===== src/rtl/sevenseg_pkg.sv =====
// sevenseg_pkg: active-low {g,f,e,d,c,b,a} digit patterns and display geometry shared by the scan driver
package sevenseg_pkg;
  localparam int NUM_DIGITS = 4;
  localparam int ACTIVE_DIGITS = 3;
  localparam logic [6:0] SEG_0    = 7'b1000000;
  localparam logic [6:0] SEG_1    = 7'b1111001;
  localparam logic [6:0] SEG_2    = 7'b0100100;
  localparam logic [6:0] SEG_3    = 7'b0110000;
  localparam logic [6:0] SEG_4    = 7'b0011001;
  localparam logic [6:0] SEG_5    = 7'b0010010;
  localparam logic [6:0] SEG_6    = 7'b0000010;
  localparam logic [6:0] SEG_7    = 7'b1111000;
  localparam logic [6:0] SEG_8    = 7'b0000000;
  localparam logic [6:0] SEG_9    = 7'b0010000;
  localparam logic [6:0] SEG_DASH = 7'b0111111;
  localparam logic [6:0] SEG_OFF  = 7'b1111111;
endpackage


===== src/rtl/sevenseg_scan_if.sv =====
// sevenseg_scan_if: bcd/bcd_valid value input plus an/seg/dp active-low display lines; master = source, slave = driver
interface sevenseg_scan_if;
  import sevenseg_pkg::*;
  logic [11:0] bcd;
  logic bcd_valid;
  logic [NUM_DIGITS-1:0] an;
  logic [6:0] seg;
  logic dp;
  modport master(output bcd, bcd_valid, input an, seg, dp);
  modport slave(input bcd, bcd_valid, output an, seg, dp);
endinterface


===== src/rtl/bcd_seg_decode.sv =====
// bcd_seg_decode: combinational nibble (in nib[3:0]) to active-low segment pattern (out seg[6:0]), dash for nibbles above 9
module bcd_seg_decode
  import sevenseg_pkg::*;
(
  input  logic [3:0] nib,
  output logic [6:0] seg
);
  always_comb begin
    seg = SEG_DASH;
    case (nib)
      4'd0: seg = SEG_0;
      4'd1: seg = SEG_1;
      4'd2: seg = SEG_2;
      4'd3: seg = SEG_3;
      4'd4: seg = SEG_4;
      4'd5: seg = SEG_5;
      4'd6: seg = SEG_6;
      4'd7: seg = SEG_7;
      4'd8: seg = SEG_8;
      4'd9: seg = SEG_9;
      default: seg = SEG_DASH;
    endcase
  end
endmodule


===== src/rtl/sevenseg_scan.sv =====
// sevenseg_scan: 4-digit multiplexed 7-seg driver (clk, async reset, io: bcd/bcd_valid in, an/seg/dp out), frame-boundary commit, optional SEVSEG_LZB_EN leading-zero blanking
module sevenseg_scan
  import sevenseg_pkg::*;
#(
  parameter int REFRESH_DIV = 100000
) (
  input logic clk,
  input logic reset,
  sevenseg_scan_if.slave io
);
  localparam int CW = $clog2(REFRESH_DIV);
  logic [CW-1:0] cnt;
  logic [1:0] dig, nd;
  logic [11:0] hold, pend, nhold;
  logic pend_flag, tick, commit, blank;
  logic [3:0] nib;
  logic [6:0] pat;
  assign tick = cnt == CW'(REFRESH_DIV - 1);
  assign nd = dig + 2'd1;
  assign commit = tick && dig == 2'd3;
  assign nhold = !commit ? hold : io.bcd_valid ? io.bcd : pend_flag ? pend : hold;
  assign nib = nd == 2'd0 ? nhold[3:0] : nd == 2'd1 ? nhold[7:4] : nhold[11:8];
`ifdef SEVSEG_LZB_EN
  assign blank = nd == 2'(ACTIVE_DIGITS) || (nd == 2'd2 && nhold[11:8] == 4'd0) || (nd == 2'd1 && nhold[11:4] == 8'd0);
`else
  assign blank = nd == 2'(ACTIVE_DIGITS);
`endif
  bcd_seg_decode u_dec (.nib(nib), .seg(pat));
  always_ff @(posedge clk or posedge reset) begin
    if (reset) begin
      cnt <= '0;
      dig <= 2'd3;
      hold <= '0;
      pend <= '0;
      pend_flag <= 1'b0;
      io.an <= '1;
      io.seg <= SEG_OFF;
      io.dp <= 1'b1;
    end else begin
      cnt <= tick ? '0 : cnt + CW'(1);
      if (io.bcd_valid) pend <= io.bcd;
      pend_flag <= !commit && (io.bcd_valid || pend_flag);
      hold <= nhold;
      io.dp <= 1'b1;
      if (tick) begin
        dig <= nd;
        io.an <= blank ? '1 : ~(4'b0001 << nd);
        io.seg <= blank ? SEG_OFF : pat;
      end
    end
  end
endmodule

===== src/flat_wrapper.sv =====
// flat-port wrapper written by rule: the top's interface ports become plain ports
module sevenseg_scan_flat import sevenseg_pkg::*;
#(
  parameter int REFRESH_DIV = 100000
)
  (clk, reset, io_bcd, io_bcd_valid, io_an, io_seg, io_dp);
  sevenseg_scan_if io_i ();
  input logic clk;
  input logic reset;
  input wire logic [$bits(io_i.bcd)-1:0] io_bcd;
  input wire logic [$bits(io_i.bcd_valid)-1:0] io_bcd_valid;
  output wire logic [$bits(io_i.an)-1:0] io_an;
  output wire logic [$bits(io_i.seg)-1:0] io_seg;
  output wire logic [$bits(io_i.dp)-1:0] io_dp;
  assign io_i.bcd = io_bcd;
  assign io_i.bcd_valid = io_bcd_valid;
  assign io_an = io_i.an;
  assign io_seg = io_i.seg;
  assign io_dp = io_i.dp;
  sevenseg_scan #(.REFRESH_DIV(REFRESH_DIV)) u_core (.clk(clk), .reset(reset), .io(io_i));
endmodule

===== config.mk =====
export PLATFORM = sky130hd
export DESIGN_NAME = sevenseg_scan_flat
export DESIGN_NICKNAME = d
export VERILOG_FILES = /design/src/rtl/sevenseg_pkg.sv /design/src/rtl/sevenseg_scan_if.sv /design/src/rtl/bcd_seg_decode.sv /design/src/rtl/sevenseg_scan.sv /design/src/flat_wrapper.sv
export SDC_FILE = /design/constraint.sdc
export NUM_CORES = 1
export LEC_CHECK = 0
export BUFFER_PORTS_ARGS = -buffer_cell sky130_fd_sc_hd__buf_2
export CAP_MARGIN = 20
export CELL_PAD_IN_SITES_DETAIL_PLACEMENT = 0
export CELL_PAD_IN_SITES_GLOBAL_PLACEMENT = 1
export CORE_AREA = 3 3 86 88
export DETAILED_ROUTE_END_ITERATION = 8
export DIE_AREA = 0 0 89 91
export GPL_TIMING_DRIVEN = 0
export PLACE_DENSITY_LB_ADDON = 0.1
export SLEW_MARGIN = 20
export SYNTH_ARGS = -nofsm -noshare
export SYNTH_HDL_FRONTEND = slang
export SYNTH_SLANG_ARGS = --single-unit

===== constraint.sdc =====
create_clock -name clk -period 2.7 [get_ports clk]
set_clock_uncertainty 0.15 [all_clocks]
set_input_delay 0.135 -clock clk [delete_from_list [all_inputs] [get_ports clk]]
set_output_delay 0.135 -clock clk [all_outputs]
set_load 0.02 [all_outputs]

======== Word level (Yosys, flattened, before mapping) ========
Memory sizes are Yosys's and may differ from the RTL's.
Cells that the tools add are included.
word-level totals
  bits of input ports ..................... 15
  memory bits (read-only) ................. 112
  register bits after elaboration ......... 55
  memories ................................ 1
memories
  memory            depth  bits a word  read ports  clocked after memory_dff  write ports  RTL line              RTL
  (name not given)  16     7            1           0                         0            bcd_seg_decode.sv:10  case (nib)
operators by class
  bitwise gates (word level) .............. 1
  multiplexer cells ....................... 8
  add/sub/neg operators ................... 2
  equality and inequality tests ........... 4
  reductions and logical operators ........ 5
  shifts and indexed selects .............. 1
operator list
  operator                                             number
  2-to-1 mux 12 bit                                    3
  adder 17 x 1 -> 17 bit, second input constant        1
  equality test 17 bit, second input constant          1
  2-to-1 mux 17 bit                                    1
  2-to-1 mux 4 bit                                     3
  2-to-1 mux 7 bit                                     1
  equality test 2 bit, second input constant           2
  inverter 4 bit                                       1
  left shift 1 x 2 -> 4 bit, first input constant      1
  adder 2 x 1 -> 2 bit, second input constant          1
  equality test 2 x 1 -> 1 bit, second input constant  1
  logical AND 1 bit                                    2
  zero test 2 bit                                      1
  zero test 1 bit                                      1
  logical OR 1 bit                                     1

======== Logic depth before layout (Yosys ltp) ========
Gate-level depths: netlist (run 1).
An unclocked memory read counts as a cell.
  depth in word-level cells ............... 7
  mapped depth ............................ 12
  mapped depth without buffers ............ 11

======== By module ========
A second synthesis (run 1) with hierarchy kept.
unflattened totals
  cell total of the unflattened synthesis .. 260
  area total of the unflattened synthesis .. 2743.9 um2
by module, submodules not included
  module          cells each  times used  seq. area each (um2)  area each (um2)
  sevenseg_scan   227         1           1366.3                2538.7
  bcd_seg_decode  33          1           0.0                   205.2

======== Worst setup path after synthesis (run 1) ========
No wires, ideal clock.
  path kind ............................... register to register
  from .................................... register u_core.cnt[0]
  to ...................................... register u_core.io.seg[3]
  data required time ...................... 2.453 ns
  path buffers ............................ 0
  slack ................................... 0.005 ns
  stages on the path, launching flop included .. 12
  setup time .............................. 0.097 ns
  data arrival time ....................... 2.448 ns
  cell sequence ........................... dfrtp_1 ha_1 and4_1 nand4_2 nor2_1 mux2_2 a32o_2 inv_1 ha_1 inv_1 nor3_1 nor4_1
RTL lines
  item                    RTL line                RTL
  start, declared         sevenseg_scan.sv:12     logic [CW-1:0] cnt;
  start signal, assigned  sevenseg_scan.sv:40     cnt <= tick ? '0 : cnt + CW'(1);
  equality test 17 bit    sevenseg_scan.sv:18     assign tick = cnt == CW'(REFRESH_DIV - 1);
  logical AND 1 bit       sevenseg_scan.sv:20     assign commit = tick && dig == 2'd3;
  2-to-1 mux 12 bit       sevenseg_scan.sv:21     assign nhold = !commit ? hold : io.bcd_valid ? io.bcd : pend_flag ? pend : hold;
  net u_core.nhold[1]     sevenseg_scan.sv:14     logic [11:0] hold, pend, nhold;
  2-to-1 mux 4 bit        sevenseg_scan.sv:22     assign nib = nd == 2'd0 ? nhold[3:0] : nd == 2'd1 ? nhold[7:4] : nhold[11:8];
  memory (16 x 7 bit)     -
  2-to-1 mux 7 bit        sevenseg_scan.sv:48     io.seg <= blank ? SEG_OFF : pat;
  end signal, assigned    sevenseg_scan.sv:48
  end, declared           sevenseg_scan_if.sv:10  modport slave(input bcd, bcd_valid, output an, seg, dp);
The timed path passes the listed nets, and every way through them passes these cells.
A chain may end at the register's enable or synchronous reset.

======== Worst setup path in the final report (run 1) ========
  from .................................... register u_core.cnt[0]
  to ...................................... register u_core.io.seg[4]
between the ends
  longest elaborated chain between the ends .. 7
RTL lines
  item                            RTL line
  equality test 17 bit            sevenseg_scan.sv:18
  logical AND 1 bit               sevenseg_scan.sv:20
  2-to-1 mux 12 bit               sevenseg_scan.sv:21
  net u_core.nhold[4]             sevenseg_scan.sv:14
  2-to-1 mux 4 bit (2 in series)  sevenseg_scan.sv:22
  memory (16 x 7 bit)             -
  2-to-1 mux 7 bit                sevenseg_scan.sv:48
The timed path passes the listed nets, and every way through them passes these cells.

==> impl_metrics.toml, run 1 <==
[timing]
final_hold_viol_count = 0
period_share_pct = 97.97
worst-slew-pin-transition_ns = 0.6624
worst_hold_slack_ns = 0.2565
max-slew-margin-rel_pct = 55.84
layout_min_cycle_time_ns = 2.645
minimum_setup_slack_in_the_final_design_ns = 0.05477
timing.setup.tns_ns = 0
drv_slew = 0
report.final.setup_viol = 0
max_freq_mhz = 378.0
rsz_0062_raised_after_global_routing = "yes"

[pwr]
power_per_cell_area_mw_per_mm2 = 391.9
total_power_mw = 1.381
vdd_ir_drop_max_mv = 0.2047
leakage_nw = 1.669

[yosys]
synthTopCellsByCount = "dfrtp_1 (42), nor2_1 (26)"
netlist_area_sq_mm = 0.002784
synth_cells = 248
synth-simple-area-share_pct = 18.65
synth_xor_area_share_pct = 5.034
ys_seq_elements = 54
share_of_the_synthesized_area_in_compound_gates_ao_oa_aoi_oai_pct = 12.63
synth_fa_ha_area_share_pct = 5.393
synth_top_family_by_area = "simple AND/OR/NAND/NOR gates"
synth_largest_type_area_fraction_pct = 37.75
unique_cell_type_count_in_the_yosys_netlist = 59
synthesis.area_per_instance_sq_um = 11.23
synth-seq-area-share_pct = 49.08
synth_ff_type = "dfrtp_1"
synth.top_cells.by_area = "dfrtp_1 (38%), dfstp_2 (11%), ha_1 (5.4%)"
synth_top_cell_by_area = "dfrtp_1"
yosysWarningCount = 0
synth_most_common_cell = "dfrtp_1"
asyncSetResetFlopFracSynth_pct = 100.0
muxShareOfSynthArea_pct = 5.034
synth_edf_count = 0

[routing]
routedWlPerCell_um = 14.35
route.vias.total = 1955
drc = 0
detailedRoute.firstIterationViolations = 60
via_per_inst = 4.975
final_ant_viol_nets = 0
detailedRoute.firstPassIterationCount = 4
drt_wl_total_um = 5639

[clock_tree]
clock_tree.buffer_depth = 2
tritoncts.num_buffers = 5
clk-insertion-delay-late_ns = 0.30
number_of_h_tree_levels = 2
cts-root-buf = "clkbuf_8"
tritoncts_num_sinks = 54
cts_tree = "done"
cts.clk_slew.worst_paths_ns = 0.09

[worst_setup_path]
cp_cell_sequence = "ha_2 > and4_4 > nand4_4 > buf_6 > nor3b_2 > o22a_1 > o221ai_4 > ha_4 > mux2_2 > a221oi_2"
critPathTopFamily = "compound AO/OA/AOI/OAI gates"
data_required_critical_path_ns = 2.77
crit_end_category = "register"
crit_type = "register to register"
worstPathMaxFanout = 4
critical-path-slowest-cell = "dfrtp_1"
crit_path_max_incr_delay_ns = 0.40
crit_arrival_ns = 2.72
critical_path.startpoint_type = "register"
critPathBufInv = 1

[outcome]
status = "completed"

[finish]
multiInputGateArea_sq_mm = 0.001425
drive_gt1_share_pct = 35.78
post-route-util_pct = 52.44
design.final.nets = 339
nFillCells = 632
total_area_of_sequential_cells_sq_mm = 0.001368
num_antenna_cells = 0
area_of_all_placed_cells_without_fillers_sq_mm = 0.003523
final-instance-count-excl-fill = 393
area_growth_syn_to_layout_pct = 26.56

[placement]
dp_hpwl_um = 3840
dpl.cell_count = 353
number_of_input_and_output_port_buffers_inserted = 24
place_area_sq_mm = 0.003010
pre_cts_ws_ns = -0.4829
place.gp.congestion = 0.7357

[floorplanning]
area_of_the_core_sq_mm = 0.006719
dieWidth_um = 89
num_io_pins = 27
die_y_um = 91
floorplan.die_area_sq_mm = 0.008099
placementRows = 30
floorplan.initialDensity_pct = 41.43

[global_route]
groute.usage.overall_pct = 15.19
globalRouteOverflowTotal = 0
grt.met1_usage_pct = 21.92
grt_antenna_before_repair = 0
grt_pass1_wl_um = 9597
pin_count_of_the_biggest_net_entering_global_routing = 55
busiest_layer = "met2"
grt_util_met2_pct = 22.59
grt_use_met3_pct = 3.267
grt_pass1_vias = 2004

[flow_run]
timing.max_cap.violations = 0

[hold_path]
timing.hold.worst.class = "input pin to register"
-- metal layers --
layer	vias to the layer above	part of all wire, %	routed length (um)
li1	984	-	-
met1	934	51	2888
met2	28	44	2498
met3	9	2.9	161
met4	0	1.6	91
met5	-	0	0
-- report_power, final --
group / switching [mW] / total, mW / internal [mW]
registers: 0.00385 / 0.830 / 0.826
clock network: 0.253 / 0.461 / 0.208
logic: 0.0469 / 0.0895 / 0.0427
total: 0.304 / 1.38 / 1.08
-- timing repair --
action	4_1_cts	5_1_grt
resized for setup	19	17
endpoints found under the hold margin	55	0
cloned	0	0
hold buffers	15	0
setup buffers	10	7
endpoints found under the setup margin	7	7
pin swaps	9	18
-- worst paths after layout --
check	end	slack, ns	cells past startpoint	start
worst min register to register	u_core.hold[3]	0.34	2	u_core.hold[3]
worst min-delay path	u_core.pend[5]	0.26	4	io_bcd_valid
worst max-delay path	u_core.io.seg[4]	0.05	10	u_core.cnt[0]
worst max register to register	u_core.io.seg[4]	0.05	10	u_core.cnt[0]
max in group asynchronous	u_core.cnt[14]	1.60	3	reset
min in group asynchronous	u_core.cnt[0]	0.32	3	reset
-- placed cells by master, fill, tap and decap left out, drive strengths merged, types with 3 or more instances in the layout --
cell type	n
dlygate4sd3	15
buf	48
nand4	3
xor2	9
a21o	5
inv	12
o21ai	5
nor3	5
xnor2	7
nand3	8
ha	12
and3	3
dfrtp	42
a22o	4
o22a	3
and4	3
mux2i	5
nor3b	4
clkbuf	10
a21oi	10
nor2b	4
dfstp	12
mux2	8
nand2	13
nor2	26
and2	7
-- sequential cells by signal (all words and copies together), names as in the netlist --
register          count
u_core.cnt           17
u_core.dig            2
u_core.hold          12
u_core.io.an          3
u_core.io.seg         7
u_core.pend          12
u_core.pend_flag      1
-- layout make-up --
cell class                 count  share of cell area (%)
buffer                        10                   2.024
clock buffer                   7                   2.450
clock inverter                 1                  0.1420
inverter                      13                   1.456
multi-input combinational    172                   40.45
sequential                    54                   38.81
tap                           80                   2.841
timing repair buffer          56                   11.83
-- logic make-up (layout without fill, tap and decap cells) --
kind of cell,count (synthesis),after routing
other,1,2
buffers and inverters,23,87
DFF,54,54
muxes,13,13
adders and majority gates,12,12
xor gates and xnor gates,16,16
AOI/OAI and AO/OA,43,43
and+or+nand+nor,86,86
-- worst register-to-register path, delay by kind of cell, from the launching register on --
kind	cells	cell delay, ns
compound gates	3	0.60
simple gates	3	0.55
fa+ha+maj	2	0.42
flops	1	0.40
mux	1	0.27
buf+inv	1	0.18
No activity file was read; power rests on OpenSTA's default activity.
==> run 2: changes to the inputs <==
--- a/config.mk
+++ b/config.mk
@@ -5,7 +5,7 @@
 export SDC_FILE = /design/constraint.sdc
 export NUM_CORES = 1
 export LEC_CHECK = 0
-export BUFFER_PORTS_ARGS = -buffer_cell sky130_fd_sc_hd__buf_2
+export BUFFER_PORTS_ARGS = -buffer_cell sky130_fd_sc_hd__buf_4
 export CAP_MARGIN = 20
 export CELL_PAD_IN_SITES_DETAIL_PLACEMENT = 0
 export CELL_PAD_IN_SITES_GLOBAL_PLACEMENT = 1
@@ -14,6 +14,7 @@
 export DIE_AREA = 0 0 89 91
 export GPL_TIMING_DRIVEN = 0
 export PLACE_DENSITY_LB_ADDON = 0.1
+export REMOVE_ABC_BUFFERS = 1
 export SLEW_MARGIN = 20
 export SYNTH_ARGS = -nofsm -noshare
 export SYNTH_HDL_FRONTEND = slang
==> impl_metrics.toml, run 2 (synthesis results as in run 1) <==
[pwr]
leakage_nw = 1.734
power_per_cell_area_mw_per_mm2 = 395.8
vdd_ir_drop_max_mv = 0.2097
total_power_mw = 1.468

[worst_setup_path]
reg2reg_from = "u_core.cnt[12]"
rrSetupSlack_ns = -0.02
data_required_critical_path_ns = 2.77
critical_path.startpoint_type = "register"
crit_end_category = "register"
ff2ff_path_depth = 10
crit_type = "register to register"
rr_endpoint = "u_core.io.seg[4]"
crit_arrival_ns = 2.79
worstPathMaxFanout = 6

[finish]
largest_register = "u_core.cnt"
design.final.nets = 344
multiInputGateArea_sq_mm = 0.001503
drive_gt1_share_pct = 39.94
nFillCells = 594
area_growth_syn_to_layout_pct = 33.26
largest_register_ffs = 17
num_antenna_cells = 0
final_common_cell = "buf_4"
total_area_of_sequential_cells_sq_mm = 0.001369
biggestRegsByFlops = "u_core.cnt (17), u_core.hold (12), u_core.pend (12)"
most-common-layout-cells = "buf_4 (53), dfrtp_1 (40), nor2_1 (25)"

[floorplanning]
floorplan.die_area_sq_mm = 0.008099
num_io_pins = 27
dieWidth_um = 89
floorplan.initialDensity_pct = 41.43
die_y_um = 91
placementRows = 30
area_of_the_core_sq_mm = 0.006719

[global_route]
groute.usage.overall_pct = 15.15
grt_pass1_vias = 1974
pin_count_of_the_biggest_net_entering_global_routing = 55
globalRouteOverflowTotal = 0
grt_antenna_before_repair = 0
grt_pass1_wl_um = 9749

[routing]
detailedRoute.firstPassIterationCount = 4
route.vias.total = 2023
routedWlPerCell_um = 14.85
detailedRoute.firstIterationViolations = 62
via_per_inst = 5.083
final_ant_viol_nets = 0
drt_wl_total_um = 5911
drc = 0

[timing]
report.final.setup_viol = 1
final_hold_viol_count = 0
minimum_setup_slack_in_the_final_design_ns = -0.01521
rsz_0062_raised_after_global_routing = "yes"
worst-slew-pin-transition_ns = 0.6579
timing.setup.tns_ns = -0.01521
period_share_pct = 100.6
max-slew-margin-rel_pct = 56.14
layout_min_cycle_time_ns = 2.715
drv_slew = 0
max_freq_mhz = 368.3

[clock_tree]
clk-insertion-delay-late_ns = 0.31
cts-root-buf = "clkbuf_8"
clock_tree.buffer_depth = 2
number_of_h_tree_levels = 2
tritoncts_num_sinks = 54
cts.clk_slew.worst_paths_ns = 0.10
tritoncts.num_buffers = 5
cts_tree = "done"

[outcome]
status = "finished with violations"
violations = "setup timing"

[placement]
number_of_input_and_output_port_buffers_inserted = 24
place.gp.congestion = 0.7105
dp_hpwl_um = 3617

[hold_path]
hold_path_depth = 2
hold-path-endpoint = "u_core.pend[2]"
timing.hold.worst.class = "input pin to register"
startpoint_of_the_tightest_hold_check_path = "io_bcd_valid"

[flow_run]
timing.max_cap.violations = 0
run 2: final cells by class:
class | instances | share of cell area (%)
flip-flops and latches | 54 | 36.90
clock inverters | 3 | 1.214
clock buffers | 5 | 1.855
inverters | 13 | 1.383
multi-input cells | 173 | 40.51
well taps | 80 | 2.698
repair buffers | 70 | 15.45
run 2: report_power, final:
part / leakage, nW / switching [mW] / total [mW] / internal [mW]
clock network: 0.0504 / 0.274 / 0.550 / 0.276
logic: 1.02 / 0.0451 / 0.0877 / 0.0426
registers: 0.663 / 0.00402 / 0.830 / 0.826
run 2: through the flow:
stage	worst slack, ns	util, %	cell area (sq um)	instances	hold WS, ns
2_1_floorplan	-0.07538	-	2724	239	0.1017
3_3_place_gp	-0.6449	44.71	3004	343	0.1939
3_5_place_dp	-0.6009	44.75	3007	343	0.1479
4_1_cts	-0.05358	52.68	3540	390	0.08788
5_1_grt	-0.1402	55.21	3710	398	0.1003
6_report	-0.01521	55.21	3710	398	0.08795
run 2: worst max-delay path by stage:
stage,start,endpoint,slack (ns),depth (start not counted)
finish,u_core.cnt[12],u_core.io.seg[4],-0.02,10
global route,u_core.cnt[12],u_core.io.seg[4],-0.14,10
CTS,u_core.cnt[13],u_core.io.seg[2],-0.05,9
detailed placement,u_core.dig[0],u_core.io.seg[3],-0.60,7
global placement,u_core.dig[0],u_core.io.seg[3],-0.64,7
floorplan,u_core.dig[0],u_core.io.seg[4],-0.08,9
run 2: repair_timing:
action | in CTS | in global routing
pin swaps | 15 | 18
hold buffers | 13 | 0
setup endpoints to repair | 7 | 8
endpoints found under the hold margin | 54 | 0
gates resized for setup | 23 | 21
gates cloned | 1 | 0
buffers inserted | 25 | 9
run 2: critical path, cell delays in order, from the launching register on:
cell and delay, ns:
dfrtp_2 0.45, nor4b_4 0.32, buf_4 0.17, nand4_4 0.11
buf_6 0.18, nor3b_2 0.16, o22a_1 0.23, o221ai_4 0.18
ha_4 0.20, mux2_4 0.26, a221oi_2 0.21
run 2: routing by layer:
layer  global-route usage, %  vias up  share of wire, %
li1                        -     1004                 -
met1                   22.51      984                49
met2                   22.77       30                47
met3                   2.269        5               2.4
met4                   4.218        0              0.93
met5                       0        -                 0
==> run 3: changes to the inputs <==
--- a/config.mk
+++ b/config.mk
@@ -9,9 +9,9 @@
 export CAP_MARGIN = 20
 export CELL_PAD_IN_SITES_DETAIL_PLACEMENT = 0
 export CELL_PAD_IN_SITES_GLOBAL_PLACEMENT = 1
-export CORE_AREA = 3 3 86 88
+export CORE_AREA = 3 3 79 81
 export DETAILED_ROUTE_END_ITERATION = 8
-export DIE_AREA = 0 0 89 91
+export DIE_AREA = 0 0 82 84
 export GPL_TIMING_DRIVEN = 0
 export PLACE_DENSITY_LB_ADDON = 0.1
 export REMOVE_ABC_BUFFERS = 1
==> constraint.sdc (replaced) <==
create_clock -name clk -period 3.15 [get_ports clk]
set_clock_uncertainty 0.15 [all_clocks]
set_input_delay 0.1575 -clock clk [delete_from_list [all_inputs] [get_ports clk]]
set_output_delay 0.1575 -clock clk [all_outputs]
set_load 0.02 [all_outputs]
==> impl_metrics.toml, run 3 (synthesis results as in run 1) <==
[finish]
largest_register_ffs = 17
largest_register = "u_core.cnt"
biggestRegsByFlops = "u_core.cnt (17), u_core.hold (12), u_core.pend (12)"
final_common_cell = "dfrtp_1"
design.final.nets = 318
drive_gt1_share_pct = 27.05
area_growth_syn_to_layout_pct = 19.51
final-instance-count-excl-fill = 364
num_antenna_cells = 0
most-common-layout-cells = "dfrtp_1 (42), buf_4 (31), nor2_1 (25)"

[global_route]
globalRouteOverflowTotal = 0
grt_pass1_wl_um = 9294
pin_count_of_the_biggest_net_entering_global_routing = 55
groute.usage.overall_pct = 17.24
grt_pass1_vias = 1909
grt_antenna_before_repair = 0

[routing]
routedWlPerCell_um = 14.87
drc = 0
final_ant_viol_nets = 0
via_per_inst = 5.360
detailedRoute.firstPassIterationCount = 4
route.vias.total = 1951
drt_wl_total_um = 5414
detailedRoute.firstIterationViolations = 121

[pwr]
switchingPower_uw = 256.0
leakage_nw = 1.583
share_clk_of_total_power_pct = 36.5
p_int_uw = 982.9
total_power_mw = 1.239
power_per_cell_area_mw_per_mm2 = 372.4
vdd_ir_drop_max_mv = 0.2115
power.sequential.fraction_pct = 57.5
p_sw_share_pct = 20.66
pwr-share-comb_pct = 6.0

[worst_setup_path]
critPathTopFamily = "simple AND/OR/NAND/NOR gates"
ff2ff_path_depth = 10
crit_path_max_incr_delay_ns = 0.42
critPathBufInv = 2
data_required_critical_path_ns = 3.22
critical_path.startpoint_type = "register"
crit_type = "register to register"
rr_endpoint = "u_core.io.seg[3]"
critPathMostFrequentCell = "buf_4"
worstPathMaxFanout = 7
reg2reg_from = "u_core.cnt[0]"
critical-path-slowest-cell = "dfrtp_1"
crit_end_category = "register"
cp_cell_sequence = "ha_1 > and4_2 > and4_4 > buf_4 > and2_1 > a22o_4 > a221oi_4 > buf_4 > nor3b_2 > nor4_1"
rrSetupSlack_ns = 0.19
crit_arrival_ns = 3.03
crit_start = "u_core.cnt[0]"

[timing]
drv_slew = 0
max_freq_mhz = 337.9
layout_min_cycle_time_ns = 2.959
period_share_pct = 93.94
final_hold_viol_count = 0
max-slew-margin-rel_pct = 56.35
report.final.setup_viol = 0
minimum_setup_slack_in_the_final_design_ns = 0.1908
worst-slew-pin-transition_ns = 0.6547
rsz_0062_raised_after_global_routing = "yes"

[floorplanning]
floorplan.initialDensity_pct = 50.25
num_io_pins = 27
area_of_the_core_sq_mm = 0.005540
floorplan.die_area_sq_mm = 0.006888
die_y_um = 84
dieWidth_um = 82
placementRows = 27

[clock_tree]
cts_tree = "done"
tritoncts_num_sinks = 54
number_of_h_tree_levels = 2
clk-insertion-delay-late_ns = 0.30
cts-root-buf = "clkbuf_8"
clock_tree.buffer_depth = 2
tritoncts.num_buffers = 5
cts.clk_slew.worst_paths_ns = 0.09

[placement]
number_of_input_and_output_port_buffers_inserted = 24
dpl.cell_count = 335
place.gp.congestion = 0.7589
dp_hpwl_um = 3431
pre_cts_ws_ns = -0.1691

[hold_path]
hold-path-endpoint = "u_core.pend[2]"
hold_path_depth = 2
startpoint_of_the_tightest_hold_check_path = "io_bcd_valid"
timing.hold.worst.class = "input pin to register"

[flow_run]
timing.max_cap.violations = 0

[outcome]
status = "completed"
## run 3: cell types whose count changed in the layout (fill, tap and decap cells not counted), sizes merged
cell	before	now
clkbuf	5	7
clkinvlp	2	0
buf	57	31
## run 3: repair_timing
action / in CTS / in global routing
setup endpoints to repair: 7 / 6
buffers inserted: 0 / 7
hold buffers: 13 / 0
pin swaps: 1 / 5
resized for setup: 3 / 4
endpoints found under the hold margin: 54 / 0
cloned: 1 / 0
## run 3: per-layer routing
metal	vias up	wire length, um	global-route usage, %
li1	953	-	-
met2	32	2536	27.04
met4	0	52	3.625
met1	961	2630	24.38
met5	-	0	0
met3	5	195	3.672
## run 3: area by class of cell
type | instances | area [sq um]
sequential | 54 | 1366
fill | 487 | 2213
clock buffer | 7 | 76.32
tap | 72 | 90.09
clock inverter | 1 | 30.03
multi-input combinational | 173 | 1350
timing repair buffer | 44 | 362.8
inverter | 13 | 51.30
## run 3: power groups by stage
stage | combinational, mW | sequential, mW | clock (mW)
global route | 0.0831 | 0.714 | 0.496
CTS | 0.0768 | 0.712 | 0.468
finish | 0.0746 | 0.712 | 0.452
global placement | 0.0620 | 0.724 | 0
floorplan | 0.0355 | 0.724 | 0
detailed placement | 0.0639 | 0.725 | 0
## run 3: worst max-delay path by stage
stage                                  end  slack (ns)  cells past startpoint
final                     u_core.io.seg[3]        0.19                     10
after global placement    u_core.io.seg[3]       -0.16                      9
after CTS                 u_core.io.seg[3]        0.01                     11
after global routing      u_core.io.seg[3]      -0.004                     10
after floorplan           u_core.io.seg[4]        0.37                      9
after detailed placement  u_core.io.seg[3]       -0.17                      9
## run 3: through the flow
step	instance area (sq um)	setup TNS, ns	utilization, %	hold slack (ns)
after floorplan	2724	0	-	0.1242
after global placement	2994	-0.5466	54.04	0.2190
after detailed placement	2997	-0.6275	54.09	0.1683
after CTS	3254	0	58.74	0.1190
after global routing	3327	-0.003600	60.05	0.1301
final	3327	0	60.05	0.1192
